File: config.mk
export PLATFORM = sky130hd
export DESIGN_NAME = alu_issue_ctrl
export DESIGN_NICKNAME = d
export VERILOG_FILES = /design/src/rtl/alu_issue_ctrl.sv
export SDC_FILE = /design/constraint.sdc
export NUM_CORES = 1
export LEC_CHECK = 0
export ABC_AREA = 1
export BUFFER_PORTS_ARGS = -buffer_cell sky130_fd_sc_hd__buf_2
export CAP_MARGIN = 10
export CORE_MARGIN = 2
export CORE_UTILIZATION = 35
export CTS_BUF_LIST = sky130_fd_sc_hd__clkbuf_16
export DETAILED_ROUTE_END_ITERATION = 7
export GPL_ROUTABILITY_DRIVEN = 0
export SYNTH_ARGS = -nofsm -noshare
export SYNTH_HDL_FRONTEND = slang
export SYNTH_SLANG_ARGS = --single-unit
File: constraint.sdc
create_clock -name CLK -period 1.7 [get_ports CLK]
set_clock_uncertainty 0.1 [all_clocks]
set_input_delay 0 -clock CLK [delete_from_list [all_inputs] [get_ports CLK]]
set_output_delay 0 -clock CLK [all_outputs]
set_load 0.01 [all_outputs]
File: src/rtl/alu_issue_ctrl.sv
// alu_issue_ctrl: registers ALU operands, holds them for a settle time, then returns OUT/ZERO over a valid/ready response.
module alu_issue_ctrl #(
  parameter int DATA_WIDTH    = 32,
  parameter int OPRN_WIDTH    = 6,
  parameter int SETTLE_CYCLES = 1,
  parameter int CNT_WIDTH     = 16
) (
  input  logic                  CLK,
  input  logic                  RST,
  input  logic                  REQ_VALID,
  output logic                  REQ_READY,
  input  logic [OPRN_WIDTH-1:0] REQ_OPRN,
  input  logic [DATA_WIDTH-1:0] REQ_OP1,
  input  logic [DATA_WIDTH-1:0] REQ_OP2,
  output logic [DATA_WIDTH-1:0] ALU_OP1,
  output logic [DATA_WIDTH-1:0] ALU_OP2,
  output logic [OPRN_WIDTH-1:0] ALU_OPRN,
  input  logic [DATA_WIDTH-1:0] ALU_OUT,
  input  logic                  ALU_ZERO,
  output logic                  RSP_VALID,
  input  logic                  RSP_READY,
  output logic [DATA_WIDTH-1:0] RSP_DATA,
  output logic                  RSP_ZERO,
  output logic                  RSP_ERR,
  output logic                  BUSY,
  output logic [CNT_WIDTH-1:0]  OP_COUNT
);
  typedef enum logic [1:0] {IDLE, DRIVE, RESP} state_t;
  localparam int SC = (SETTLE_CYCLES < 1) ? 1 : SETTLE_CYCLES;
  state_t                r_state, w_next;
  logic [3:0]            r_cnt;
  logic [DATA_WIDTH-1:0] r_op1, r_op2, r_data;
  logic [OPRN_WIDTH-1:0] r_oprn;
  logic                  r_valid, r_zero, r_err;
  logic [CNT_WIDTH-1:0]  r_op_count;
  logic                  w_accept, w_legal;
  assign REQ_READY = (r_state == IDLE) && RST;
  assign w_accept  = REQ_VALID && REQ_READY;
  assign w_legal   = (REQ_OPRN >= OPRN_WIDTH'(1)) && (REQ_OPRN <= OPRN_WIDTH'(9));
  assign ALU_OP1   = r_op1;
  assign ALU_OP2   = r_op2;
  assign ALU_OPRN  = r_oprn;
  assign RSP_VALID = r_valid;
  assign RSP_DATA  = r_data;
  assign RSP_ZERO  = r_zero;
  assign RSP_ERR   = r_err;
  assign BUSY      = r_state != IDLE;
  assign OP_COUNT  = r_op_count;
  always_comb begin
    w_next = r_state;
    w_next = (r_state == IDLE && w_accept)         ? (w_legal ? DRIVE : RESP) :
             (r_state == DRIVE && r_cnt == 4'd1)   ? RESP :
             (r_state == RESP && RSP_READY)        ? IDLE : r_state;
  end
  always_ff @(posedge CLK) begin
    if (!RST) begin
      r_state    <= IDLE;
      r_cnt      <= '0;
      r_op1      <= '0;
      r_op2      <= '0;
      r_oprn     <= '0;
      r_valid    <= 1'b0;
      r_data     <= '0;
      r_zero     <= 1'b0;
      r_err      <= 1'b0;
      r_op_count <= '0;
    end else begin
      r_state <= w_next;
      if (w_accept && w_legal) begin
        r_op1  <= REQ_OP1;
        r_op2  <= REQ_OP2;
        r_oprn <= REQ_OPRN;
        r_cnt  <= 4'(SC);
      end
      if (w_accept && !w_legal) begin
        r_err   <= 1'b1;
        r_data  <= '0;
        r_zero  <= 1'b0;
        r_valid <= 1'b1;
      end
      if (r_state == DRIVE) begin
        r_cnt <= r_cnt - 4'd1;
        if (r_cnt == 4'd1) begin
          r_data  <= ALU_OUT;
          r_zero  <= ALU_ZERO;
          r_err   <= 1'b0;
          r_valid <= 1'b1;
        end
      end
      // The counter is written only on a completing handshake, so it holds otherwise.
      if (r_state == RESP && RSP_READY) begin
        r_valid <= 1'b0;
        r_oprn  <= '0;
        if (!r_err) r_op_count <= r_op_count + 1'b1;
      end
    end
  end
endmodule

==> summary.md, run 1 <==
| Metric | Value |
|---|---|
| Yosys reg bits | 127 |
| Largest net degree at the start of global routing | 111 |
| Layout Nets | between 1000 and 1500 |
| Final instance area | around 7900 µm² |
| Leakage power | approximately 0.0036 µW |
| Row Count | between 40 and 50 |
| Skew-Pair Late Insertion Delay | about 0.41 ns |
| Final hold vios | 0 |
| Die ar. | 14670 µm² |
| Post-Synthesis Cells | 627 |
| CTS tree | done |
| Status | finished, final reports clean |
| CTS Buf Count | 17 |
| Post-Syn Area | between 4000 and 5000 µm² |
| Port Buffer Count | 229 |
| Global-route usage over all layers | 0.2013 |
| Worst Hold Class | input port to register |
| Final worst path period need | 1.637 ns |
| Grt ovf | 0 |
| Layout area overhead | 64.10% |
| Initial drt markers | 328 |
| Drt drc | 0 |
| Commonest non-fill, non-tap cells in the layout | buf_2 (229), nor2_1 (162), dfxtp_1 (125), o21ai_0 (107), dlygate4sd3_1 (106) |
| Detailed placer's ending HPWL | 8743 µm |
| CP endpoint kind | register |
| CP required | approximately 1.9 ns |
| Drt pass-1 iters | 5 |
| Sequential fraction of design power | 0.412 |
| Clk pin slew, worst setup/hold paths | approximately 0.060 ns |
| Crit share post-route | 0.9629 |
| Max rail drop VDD | about 0.00078 V |
| Clock Tree Buf Depth | 2 |
| Share of cells above drive strength 1 | 0.3028 |
| Multi-input gate area | between 2000 and 2500 µm² |
| Critical path fanouts, max | about 70 |
| Sequential area share after synthesis | 0.5294 |
| YS warnings | 0 |
| CP max-delay cell | dlygate4sd3_1 |
| Core Region | between 10000 and 15000 µm² |
| Critical path startpoint category | input port |
| Mapped Nets | approximately 740 |
| Synth cell types | 28 |
| Clk sinks | ~130 |
| I/O pin count | 230 |
| Clock share of power | 0.496 |
| Most common cell after layout, fill and taps aside | buf_2 |
| Max Fclk | between 600 and 700 MHz |
| Root Driver | clkbuf_16 |
| Vias | around 5300 |
| Power Dens Cells | approximately 940 nW/µm² |
| Max-slew violation count | 0 |
| Slew @ Worst Pin | ~0.44 ns |
| Vias/cell | ~4.6 |
| P_sw | ~1600 µW |
| Wire length per cell | 12.97 µm |
| Final total power | 7429 µW |
| CP Data Arrival Time | between 1.5 and 2 ns |
| Drt total wl | between 10000 and 15000 µm |
| Vias in the first global route | 5058 |
| CP Class | input port to register |
| Max cap viols | 0 |
| Final setup vio count | 0 |
| CP peak stage delay | between 0.5 and 0.6 ns |
| Pint | between 5000 and 6000 µW |
| First-pass GRT wire length | between 20000 and 25000 µm |
| Max-slew headroom | 0.7091 |
| Fill count | ~1200 |
| H-Tree Depth | 4 |
| Register area | 2545 µm² |
| Diode count | 0 |
| Die Span Y | 121.1 µm |
| Routed Antenna Nets | 0 |
| Post-DP Area | a little over 6000 µm² |
| Synthesized area per cell | ~7.7 µm² |
| Initial core utilization | 0.3612 |
| Core Util, Final | 0.5927 |
| Combinational group share of total power | 0.092 |
| Die width | 121.1 µm |
| Critical-path cell list | dlygate4sd3_1, buf_2, or2_2, a21oi_4, nand3_4, buf_12, o21ai_1, nor2_1 |
| Initial antenna violation count | 0 |
| Sw frac | 0.2161 |
[final cells by class]
type | count | area share
sequential | 127 | 0.3230
multi-input combinational | 433 | 0.2553
tap | 176 | 0.02795
clock buffer | 17 | 0.05399
inverter | 30 | 0.01429
clock inverter | 15 | 0.02255
timing repair buffer | 349 | 0.3030
[worst paths after layout]
kind	start	to	slack, ns	depth (start not counted)
worst max-delay path	REQ_OPRN[5]	ALU_OP2[19]	0.06	8
worst min-delay path	REQ_OP2[27]	ALU_OP2[27]	0.27	4
worst max register to register	r_state[1]	ALU_OP2[19]	0.11	7
worst min register to register	ALU_OPRN[4]	ALU_OPRN[4]	0.33	2
[synth_stat cells]
master    instances  area [µm²]
or2_2             2       12.51
nand3_2           1       10.01
nand2_1          69       259.0
o21ai_0         109       545.5
nand3_1          11       55.05
clkbuf_1         24       90.09
nor4_1            1       6.260
inv_1            26       97.59
inv_2             4       15.01
nor3_1            6       30.03
ha_1              3       37.54
nand3_4           1       17.52
nand3b_1          1       7.510
buf_2             2       10.01
dfxtp_1         127        2542
nor3_4            2       32.53
xnor2_1           1       8.760
a21oi_2           1       8.760
nor2_1          166       623.1
nand4_1           6       37.54
buf_4            10       75.07
o21bai_1          1       7.510
o31ai_1           1       7.510
a21oi_1          46       230.2
buf_1             1       3.750
nor2_2            1       6.260
a31oi_1           2       12.51
nand2_2           2       12.51
[kinds of logic (layout without fill, tap and decap cells)]
kind of cell | after synthesis | after routing | share of synthesized area
AO/OA/AOI/OAI | 160 | 160 | 0.1691
flip-flops | 127 | 127 | 0.5294
AND/OR/NAND/NOR | 269 | 269 | 0.2311
XOR/XNOR | 1 | 1 | 0.001824
buffers and inverters | 67 | 411 | 0.06071
adder cells (fa/ha/maj) | 3 | 3 | 0.007817
[power by group through the flow]
stage | combinational (µW) | sequential, µW | clock, µW
6_report | 680 | 3060 | 3690
5_1_grt | 750 | 3070 | 3900
4_1_cts | 660 | 3060 | 3780
3_5_place_dp | 469 | 3120 | 0
3_3_place_gp | 472 | 3120 | 0
2_1_floorplan | 214 | 3150 | 0
[flip-flops by register name (all words and copies together), names as in the netlist, 2 cells and up]
signal    cells
r_cnt         4
ALU_OPRN      6
OP_COUNT     16
ALU_OP1      32
RSP_DATA     32
r_state       2
ALU_OP2      32
[critical path: cells and delay by family]
family                 cells  cell delay [ns]
buffers and inverters      3             0.86
AND/OR/NAND/NOR            3             0.53
AO/OA/AOI/OAI              2             0.38
[layer usage]
| metal | up-vias | track usage | routed length (µm) |
|---|---|---|---|
| met5 | - | 0 | 0 |
| met4 | 0 | 0.08405 | 325 |
| met3 | 34 | 0.09023 | 1430 |
| met2 | 211 | 0.3248 | 6930 |
| met1 | 2320 | 0.2314 | 6196 |
| li1 | 2713 | - | - |
[what timing repair did]
action | 4_1_cts | 5_1_grt
hold endpoints to repair | 111 | 0
hold buffers | 106 | 0
endpoints found under the setup margin | 0 | 14
setup buffers | 0 | 1
resized for setup | 0 | 14
[through the flow]
step / TNS (ns) / setup slack [ns] / instances / hold WS [ns]
floorplan: 0 / 0.1770 / 627 / 0.06356
global placement: 0 / 0.1452 / 1008 / 0.1492
detailed placement: 0 / 0.08505 / 1008 / 0.1548
CTS: 0 / 0.07448 / 1146 / 0.2434
global route: -0.003649 / -0.003649 / 1147 / 0.2851
finish: 0 / 0.06304 / 1147 / 0.2680
Note: power is estimated with default switching activity, not from simulation.
==> run 2, diff against run 1 <==
- clock period: 1.7 -> 1.9 ns (I/O delays scaled with it)
==> run 2 against run 1 <==
Clock-buffer cell count unchanged. Die area unchanged. Clock power fell by 17%. Sequential cell count unchanged. Global-route usage increased by 0.59 points. Sequential share of layout area rose by 0.65 points. Sequential power shrank 10%. Non-clock buffer count down 8. Critical path depth shrank 1. Critical path type is now register to register. Critical endpoint is now ALU_OP2[30].
==> summary.md, run 2 (synthesis results as in run 1) <==
| Metric | Value |
|---|---|
| Status | finished, final reports clean |
| Die ar. | 14670 µm² |
| Post-CTS Setup Bufs | 0 |
| Initial antenna violation count | 0 |
| Clk pin slew, worst setup/hold paths | ~0.060 ns |
| Pint | ~4900 µW |
| Grt ovf | 0 |
| Max cap viols | 0 |
| CP peak stage delay | approximately 0.37 ns |
| Port Buffer Count | 229 |
| Largest net degree at the start of global routing | roughly 110 |
| Hold Buf Count CTS | between 100 and 150 |
| Layout Nets | 1060 |
| Clk sinks | about 130 |
| Routed Antenna Nets | 0 |
| Vias | roughly 5200 |
| Hold WS | 0.04683 ns |
| Die width | around 120 µm |
| Final worst path period need | ~1.7 ns |
| Drt total wl | about 15000 µm |
| Die Span Y | between 100 and 150 µm |
| Slew @ Worst Pin | 0.5151 ns |
| CP Data Arrival Time | 1.87 ns |
| Row Count | 42 |
| P_sw | 1463 µW |
| Max rail drop VDD | ~0.0006 V |
| CP required | roughly 2.1 ns |
| CP max-delay cell | dfxtp_1 |
| Critical path startpoint category | register |
| TNS Setup | 0 ns |
| Sequential fraction of design power | 0.429 |
| Clock Tree Buf Depth | 2 |
| Skew-Pair Late Insertion Delay | ~0.42 ns |
| Drt pass-1 iters | 4 |
| Vias/cell | around 4.6 |
| Crit share post-route | 0.8764 |
| Resized cells post-CTS | 0 |
| Root Driver | clkbuf_16 |
| Combinational group share of total power | 0.093 |
| Unrepaired setup endpoints after global routing | no |
| Wire length per cell | roughly 13 µm |
| Critical-path cell list | inv_2, nand2_2, nor3_4, nand3_4, buf_12, o21ai_0, nor2_1 |
| Detailed placer's ending HPWL | approximately 9000 µm |
| First-pass GRT wire length | 24200 µm |
| Max Fclk | around 600 MHz |
| Max-slew headroom | 0.6553 |
| Initial drt markers | a little over 300 |
| H-Tree Depth | 4 |
| Drt drc | 0 |
| Leakage power | 0.003504 µW |
| Share of cells above drive strength 1 | 0.2921 |
| Diode count | 0 |
| Vias in the first global route | approximately 5100 |
| CTS Buf Count | 17 |
| CTS tree | done |
| Sw frac | 0.2288 |
| Critical path fanouts, max | between 70 and 80 |
| Clock share of power | 0.478 |
| Worst Hold Class | input port to register |
| CP endpoint kind | register |
| Final setup vio count | 0 |
| Final total power | approximately 6400 µW |
| Power Dens Cells | about 830 nW/µm² |
| Most common cell after layout, fill and taps aside | buf_2 |
| Final hold vios | 0 |
| Layout area overhead | 60.68% |
| Max-slew violation count | 0 |
| CP Class | register to register |
| I/O pin count | 230 |
| Global-route usage over all layers | 0.2072 |
| Commonest non-fill, non-tap cells in the layout | buf_2 (229), nor2_1 (166), dfxtp_1 (127), o21ai_0 (109), dlygate4sd3_1 (103) |
| Initial core utilization | 0.3612 |
| Core Region | 13300 µm² |
run 2: cell count changes in the layout (fill, tap and decap cells not counted), moves of 2 or more:
cell and delta:
clkinvlp_4 +2, dfxtp_2 -2, clkinv_1 -2, o21ai_0 +2, clkinv_2 +3, o21ai_1 -2, nor2_2 -4, nor2_1 +4
bufinv_16 -2, dfxtp_1 +2, buf_4 -5, dlygate4sd3_1 -3
run 2: power groups by stage:
stage,logic [µW],clock network [µW],registers (µW)
final,594,3060,2740
after global placement,416,0,2790
after detailed placement,418,0,2800
after CTS,583,3140,2740
after floorplan,192,0,2820
after global routing,657,3250,2740
run 2: worst max-delay path, delay by kind of cell, from the launching register on:
family / cells / cell delay [ns]
buf+inv: 2 / 0.28
flops: 1 / 0.37
compound gates: 1 / 0.25
simple gates: 4 / 0.51
run 2: worst paths after layout:
path	startpoint	end	slack (ns)	depth (start not counted)
max	r_state[0]	ALU_OP2[30]	0.23	7
max reg2reg	r_state[0]	ALU_OP2[30]	0.23	7
min	REQ_VALID	r_state[0]	0.05	5
min reg2reg	ALU_OPRN[4]	ALU_OPRN[4]	0.34	2
run 2: layout make-up:
class                           instances  area [µm²]
Fill cell                            1176        5579
Multi-Input combinational cell        433        1968
Clock inverter                         14       127.6
Inverter                               30       112.6
Timing Repair Buffer                  341        2320
Tap cell                              176       220.2
Sequential cell                       127        2542
Clock buffer                           17       425.4
run 2: through the flow:
stage	setup WS (ns)	instance area [µm²]	util	std cells
after CTS	0.2474	7716	0.5804	1138
after detailed placement	0.2565	6132	0.4612	1004
after global placement	0.3156	6132	0.4612	1004
final	0.2348	7716	0.5804	1138
after floorplan	0.3770	4802	-	627
after global routing	0.004904	7716	0.5804	1138
run 2: routing by layer:
metal	GRT usage	up-vias	wire (µm)
met5	0	-	0
met4	0.07974	0	273
met3	0.08459	24	1382
met2	0.3353	206	7211
met1	0.2454	2308	6302
li1	-	2685	-
